$ cat src/rtl/uart_rx_fsm.sv
// UART receive controller. It drives the companion bit timer through
// reset_timer, checks the start bit at its half-bit point, and deserialises
// an LSB-first frame: start, data bits, optional parity, one stop bit.
// Each finished frame produces a one-cycle rx_valid pulse. The received word
// and the error flags are held until the next frame completes.
module uart_rx_fsm #(
    parameter int DATA_BITS       = 8,
    parameter int PARITY_EN       = 1,
    parameter int PARITY_ODD      = 0,
    parameter int HALF_BIT_CYCLES = 8
) (
    input  logic                 clk,
    input  logic                 reset,
    input  logic                 rx_serial,
    input  logic                 next_bit,
    output logic                 reset_timer,
    output logic [DATA_BITS-1:0] rx_data,
    output logic                 rx_valid,
    output logic                 parity_error,
    output logic                 framing_error,
    output logic                 busy
);

    typedef enum logic [2:0] {
        S_IDLE,
        S_START,
        S_DATA,
        S_PARITY,
        S_STOP,
        S_BREAK
    } state_t;

    localparam int              HW        = $clog2(HALF_BIT_CYCLES) + 1;
    localparam logic [HW-1:0]   HALF_LAST = HW'(HALF_BIT_CYCLES - 1);
    localparam logic [3:0]      BIT_LAST  = 4'(DATA_BITS - 1);
    localparam logic            PAR_EN    = (PARITY_EN != 0);
    localparam logic            PAR_ODD   = (PARITY_ODD != 0);

    logic                 sync1_q;
    logic                 rxs_q;
    state_t               state_q;
    logic [HW-1:0]        half_q;
    logic [3:0]           bit_cnt_q;
    logic [DATA_BITS-1:0] shift_q;
    logic                 par_q;
    logic                 reset_timer_q;
    logic [DATA_BITS-1:0] rx_data_q;
    logic                 rx_valid_q;
    logic                 parity_error_q;
    logic                 framing_error_q;
    logic                 busy_q;
    logic                 tick;

    // next_bit is still high during the cycle after a reset_timer pulse, because the
    // timer has not cleared it yet. It counts as a tick only while the timer is free-running.
    assign tick = next_bit & ~reset_timer_q;

    // Two-flop synchroniser. It resets to the idle-high line level.
    always_ff @(posedge clk) begin
        if (reset) begin
            sync1_q <= 1'b1;
            rxs_q   <= 1'b1;
        end else begin
            sync1_q <= rx_serial;
            rxs_q   <= sync1_q;
        end
    end

    // Frame state machine. It also holds every registered output.
    always_ff @(posedge clk) begin
        if (reset) begin
            state_q         <= S_IDLE;
            half_q          <= '0;
            bit_cnt_q       <= '0;
            shift_q         <= '0;
            par_q           <= 1'b0;
            reset_timer_q   <= 1'b1;
            rx_data_q       <= '0;
            rx_valid_q      <= 1'b0;
            parity_error_q  <= 1'b0;
            framing_error_q <= 1'b0;
            busy_q          <= 1'b0;
        end else begin
            rx_valid_q <= 1'b0;
            case (state_q)
                S_IDLE: begin
                    reset_timer_q <= 1'b1;
                    if (!rxs_q) begin
                        state_q <= S_START;
                        busy_q  <= 1'b1;
                        half_q  <= '0;
                    end
                end
                S_START: begin
                    if (half_q == HALF_LAST) begin
                        if (!rxs_q) begin
                            // Start bit confirmed at mid-bit. Releasing the timer now
                            // makes its ticks land on the centre of each later bit.
                            state_q       <= S_DATA;
                            reset_timer_q <= 1'b0;
                            bit_cnt_q     <= '0;
                        end else begin
                            state_q <= S_IDLE;
                            busy_q  <= 1'b0;
                        end
                    end else begin
                        half_q <= half_q + HW'(1);
                    end
                end
                S_DATA: begin
                    reset_timer_q <= tick;
                    if (tick) begin
                        shift_q   <= {rxs_q, shift_q[DATA_BITS-1:1]};
                        bit_cnt_q <= bit_cnt_q + 4'd1;
                        if (bit_cnt_q == BIT_LAST) begin
                            state_q <= PAR_EN ? S_PARITY : S_STOP;
                        end
                    end
                end
                S_PARITY: begin
                    reset_timer_q <= tick;
                    if (tick) begin
                        par_q   <= rxs_q;
                        state_q <= S_STOP;
                    end
                end
                S_STOP: begin
                    reset_timer_q <= tick;
                    if (tick) begin
                        rx_data_q       <= shift_q;
                        rx_valid_q      <= 1'b1;
                        parity_error_q  <= PAR_EN & (par_q != ((^shift_q) ^ PAR_ODD));
                        framing_error_q <= ~rxs_q;
                        if (rxs_q) begin
                            state_q <= S_IDLE;
                            busy_q  <= 1'b0;
                        end else begin
                            state_q <= S_BREAK;
                        end
                    end
                end
                S_BREAK: begin
                    // A line held low must return high before a new start edge counts.
                    reset_timer_q <= 1'b1;
                    if (rxs_q) begin
                        state_q <= S_IDLE;
                        busy_q  <= 1'b0;
                    end
                end
                default: begin
                    state_q       <= S_IDLE;
                    busy_q        <= 1'b0;
                    reset_timer_q <= 1'b1;
                end
            endcase
        end
    end

    assign reset_timer   = reset_timer_q;
    assign rx_data       = rx_data_q;
    assign rx_valid      = rx_valid_q;
    assign parity_error  = parity_error_q;
    assign framing_error = framing_error_q;
    assign busy          = busy_q;

endmodule

$ cat config.mk
export PLATFORM = sky130hd
export DESIGN_NAME = uart_rx_fsm
export DESIGN_NICKNAME = d
export VERILOG_FILES = /design/src/rtl/uart_rx_fsm.sv
export SDC_FILE = /design/constraint.sdc
export NUM_CORES = 1
export LEC_CHECK = 0
export ABC_CLOCK_PERIOD_IN_PS = 1630
export BUFFER_PORTS_ARGS = -buffer_cell sky130_fd_sc_hd__buf_2
export CORE_MARGIN = 3
export CORE_UTILIZATION = 51
export CTS_BUF_LIST = sky130_fd_sc_hd__clkbuf_16
export DETAILED_ROUTE_END_ITERATION = 10
export PLACE_DENSITY_LB_ADDON = 0.2
export REMOVE_ABC_BUFFERS = 1
export SYNTH_ARGS = -nofsm -noshare
export SYNTH_HDL_FRONTEND = slang
export SYNTH_SLANG_ARGS = --single-unit
$ cat constraint.sdc
create_clock -name clk -period 1.63 [get_ports clk]
set_clock_uncertainty 0.1 [all_clocks]
set_input_delay 0.0815 -clock clk [delete_from_list [all_inputs] [get_ports clk]]
set_output_delay 0.0815 -clock clk [all_outputs]
set_load 0.05 [all_outputs]
# After elaboration in Yosys (flattened, before gate mapping)
# Cells that the tools add are included.
# totals
word_cells	77
register_bits	35
in_bits	4
# classes
eq_ne	17
reduce_logical	15
n_addsub	2
n_bitwise	5
mux	25
# ops
operator	n
two-way mux 3 bit	8
inequality test 2 bit (second input constant)	9
case mux 3 bit (6 select lines)	1
two-way mux 4 bit	4
case mux 4 bit (2 select lines)	2
adder 4 x 1 -> 4 bit (second input constant)	2
== test 4 x 3 -> 1 bit (second input constant)	2
AND reduction 2 bit	4
AND reduction 4 bit	2
parity 8 bit	1
two-way mux 1 bit	7
AND reduction 7 bit	1
== test 3 x 2 -> 1 bit (second input constant)	2
== test 3 bit (second input constant)	2
case mux 1 bit (5 select lines)	1
NOT 1 bit	4
nonzero test 2 bit	2
OR reduction 2 bit	2
== test 3 x 1 -> 1 bit (second input constant)	1
zero test 3 bit	1
AND reduction 3 bit	1
OR reduction 3 bit	1
two-way mux 2 bit	1
case mux 1 bit (2 select lines)	1
2 further kinds	2

# Logic depth before layout (Yosys ltp)
# depth
ltp_word	4
ltp_mapped	7
ltp_nobuf	6

# Worst setup path before layout
# OpenSTA, ideal clock, no wires.
# synth_path
path_kind	register to register
start	register reset_timer_q (netlist: reset_timer)
end	register state_q[0]
t_arrival_ns	1.686
required_ns	1.459
path_stages_with_launch	6
setup_slack_ns	-0.226
setup_time_ns	0.071
path_cell_list	dfxtp_1 -> nor2b_1 -> o21ai_0 -> a211o_1 -> or3b_1 -> a21oi_1
# synth_between
elab_chain_cells	4
elab_cells_between_ends	6
# synth_rtl
item	line_no	source
start: declaration	46	logic reset_timer_q;
start signal: assignment	111	reset_timer_q <= tick;
start signal: assignment	121	reset_timer_q <= tick;
start signal: assignment	128	reset_timer_q <= tick;
NOT 1 bit (*)	56	assign tick = next_bit & ~reset_timer_q;
bitwise AND 1 bit (*)	56	
inequality test 2 bit (no line)	n/a	
AND reduction 7 bit (no line) (*)	n/a	
end signal: assignment	116	state_q <= PAR_EN ? S_PARITY : S_STOP;
end: declaration	41	state_t state_q;
# Every way passes the cells marked *; elsewhere a longest branch is shown, timed or not.
# A chain may end at the register's enable or synchronous reset.

# Worst setup path in the final report
# layout_path
start	register bit_cnt_q[0]
end	register state_q[0]
# layout_between
elab_chain_cells	3
# layout_rtl
item	line_no	source
start: declaration	43	logic [3:0] bit_cnt_q;
start signal: assignment	114	bit_cnt_q <= bit_cnt_q + 4'd1;
== test 4 x 3 -> 1 bit	115	if (bit_cnt_q == BIT_LAST) begin
inequality test 2 bit (no line)	n/a	
AND reduction 7 bit (no line)	n/a	
# No other way between the ends.

==> results.py <==
metrics = {
    "cells_and_area": {
        "area_growth_pct": 34.7,
        "final_cells": 260,
        "fin_area_um2": 2100,
        "nNetsFinal": 234,
        "insertedDiodeCount": 0,
        "drive_gt1_share_pct": 34.9,
    },
    "global_route": {
        "antenna_found_initial": 0,
        "grt_pass1_wl_um": 6020,
        "grt_usage_pct": 21.2,
        "grt_pass1_vias": 1406,
        "grt_max_degree": 35,
        "gr-total-overflow": 0,
    },
    "route": {
        "drc": 0,
        "drt-total-wl_um": 3740,
        "first_iter_violations": 75,
        "drtAntennaViolNets": 0,
        "wl_per_cell_um": 14.4,
        "num_vias": 1469,
        "first_pass_iters": 4,
        "via_per_inst": 5.65,
    },
    "die": {
        "die-area_um2": 3760,
        "coreArea_um2": 2830,
        "start_util_pct": 55.2,
        "die_w_um": 61.3,
        "die_h_um": 61.3,
        "rows": 19,
        "io_pins": 17,
    },
    "yosys": {
        "yosysWarnings": 0,
        "synthTopCellsByArea": "dfxtp_1 (45%), a21oi_1 (8.3%), nand2_1 (7.9%)",
        "avgSynthCellArea_um2": 8.30,
        "ys_seq_elements": 35,
        "synthDistinctLibCells": 37,
        "netlist.area_leader.share_pct": 44.9,
        "async_flop_share_pct": 0,
        "synth_edf_count": 0,
        "synth_area_um2": 1560,
        "synth-seq-area-share_pct": 44.9,
        "syn_inst": 188,
        "synth_top_area_cell": "dfxtp_1",
        "synthFlopType": "dfxtp_1",
    },
    "pwr": {
        "cellLeakagePower_nw": 0.865,
        "pwr-share-seq_pct": 44.8,
        "swShare_pct": 22.2,
        "p_int_mw": 1.54,
        "p_clk_share_pct": 43.3,
        "vdd_ir_drop_max_mv": 0.753,
        "power.density_nw_per_um2": 944,
        "power.switching_uw": 441,
        "combPwrFrac_pct": 11.8,
    },
    "worst_setup_path": {
        "critPathLaunchType": "flip-flop",
        "worstPathCellList": "ha_2 -> and3b_1 -> o21ai_0 -> a211o_1 -> or3b_1 -> a21oi_2",
        "ff2ff_setup_slack_ns": -0.12,
        "cpPeakStageDelay_ns": 0.38,
        "worstSetupPathType": "flip-flop to flip-flop",
        "crit_arrival_ns": 1.85,
        "critPathCaptureType": "flip-flop",
        "crit_slowest_cell": "or3b_1",
        "cp.required_ns": 1.72,
        "cp_max_fo": 2,
    },
    "sta": {
        "worstMarginPinSlew_ns": 0.622,
        "slew_violations": 0,
        "rsz0062_at_grt": "true",
        "max_clock_freq_ghz": 0.571,
        "max_slew_margin_pct": 58.5,
        "finalCritPeriodShare_pct": 108,
        "hold_viol": 0,
        "setup_viol": 5,
        "layout_setup_ws_ns": -0.123,
        "fin_crit_ns": 1.75,
    },
    "outcome": {
        "status": "finished, violations left",
        "violations": "negative setup slack",
    },
    "clocking": {
        "cts_tree": "done",
        "clock_sinks": 35,
        "cts_buffers": 5,
        "htree_levels": 2,
        "clk_latency_ns": 0.27,
        "clk_pin_slew_ns": 0.05,
        "cts-root-buf": "clkbuf_16",
        "cts_buffer_depth": 2,
    },
    "place": {
        "dp_cells": 246,
        "portBuffers": 16,
        "postPlaceCellArea_um2": 1800,
        "dpl.hpwl_um": 2410,
        "globalplace.congestion": 0.865,
    },
    "hold_path": {
        "min_path_type": "input pin to flip-flop",
    },
    "job": {
        "cap_viol_max_count": 0,
    },
}
final cells by class:
| cell class | count | area (µm²) |
|---|---|---|
| Multi-Input combinational cell | 138 | 883 |
| Fill cell | 203 | 727 |
| Sequential cell | 35 | 713 |
| Timing Repair Buffer | 46 | 323 |
| Clock buffer | 5 | 125 |
| Tap cell | 31 | 38.8 |
| Clock inverter | 3 | 11.3 |
| Inverter | 2 | 7.51 |
layout by cell type (no fill, tap or decap), types with 2 or more instances in the layout:
cell type	Yosys	routed
nor2b_1	3	2
or2_4	0	2
inv_1	2	3
clkbuf_16	0	5
a21oi_1	26	22
a21oi_2	0	4
dfxtp_2	0	7
xnor2_1	6	6
o21ai_0	5	3
nand4_1	2	2
dfxtp_1	35	27
xor2_1	4	4
clkinv_1	0	2
or2_2	4	2
buf_6	0	4
buf_2	2	16
a211o_1	2	2
a21o_1	3	3
nand3_1	10	10
nor3_1	5	4
buf_4	1	25
or3b_1	2	2
nand2_1	33	32
nor2_1	13	12
synth_stat cells, types with 3 or more instances:
cell	instances
nor3_1	5
nor2b_1	3
xnor2_1	6
or2_2	4
dfxtp_1	35
clkbuf_1	10
nand3_1	10
o21ai_0	5
a21o_1	3
nand2_1	33
a21oi_1	26
xor2_1	4
nor2_1	13
stage by stage:
stage                     util, %  power [mW]  TNS, ns  setup WS [ns]  hold WS (ns)
final                        74.3        1.98   -0.286         -0.123         0.205
after floorplan                 -       0.987   -11.49         -0.753        0.0506
after CTS                    70.6        1.95   -0.169        -0.0678         0.198
after detailed placement     63.8        1.08    -1.15         -0.116         0.173
after global routing         74.3        2.05   -0.891         -0.168         0.244
after global placement       63.8        1.07   -0.166        -0.0441         0.164
final timing paths:
path / start / to / depth (start not counted)
setup / recovery: bit_cnt_q[0] / state_q[0] / 6
hold / removal: reset / bit_cnt_q[1] / 2
setup reg to reg: bit_cnt_q[0] / state_q[0] / 6
hold reg to reg: sync1_q / rxs_q / 1
flip-flops by register name (all words and copies together), names as in the netlist:
signal and flops:
rx_data 8, shift_q 8, bit_cnt_q 4, half_q 4, state_q 3, busy 1
framing_error 1, par_q 1, parity_error 1, reset_timer 1, rx_valid 1, rxs_q 1
sync1_q 1
routing by layer:
| metal | vias up | wire length [µm] | GRT usage [%] |
|---|---|---|---|
| li1 | 728 | - | - |
| met1 | 699 | 1660 | 27.6 |
| met2 | 40 | 1910 | 35.0 |
| met3 | 2 | 164 | 5.03 |
| met4 | 0 | 10 | 6.19 |
| met5 | - | 0 | 0 |
worst max-delay path, delay by kind of cell (launching register included):
family / cells / cell delay, ns
simple gates: 2 / 0.55
compound gates: 3 / 0.53
flops: 1 / 0.33
fa+ha+maj: 1 / 0.17
power by group through the flow:
stage	registers, mW	clock network, mW	logic (mW)
2_1_floorplan	0.919	0	0.0680
3_3_place_gp	0.900	0	0.172
3_5_place_dp	0.902	0	0.178
4_1_cts	0.889	0.871	0.194
5_1_grt	0.891	0.904	0.253
6_report	0.890	0.860	0.235
timing repair:
action / CTS / global route
pin swaps: 6 / 9
hold endpoints to repair: 1 / 0
hold buffers: 1 / 0
cloned: 0 / 0
resized for setup: 11 / 24
setup buffers: 2 / 3
endpoints found under the setup margin: 24 / 30
logic make-up after synthesis:
kind of cell	Yosys count	synth area share, %
and+or+nand+nor	81	25.3
AOI/OAI and AO/OA	44	17.1
DFF	35	44.9
buffers and inverters	15	4.01
xor gates and xnor gates	11	7.06
adders and majority gates	2	1.60
(Power assumes the default switching activity.)
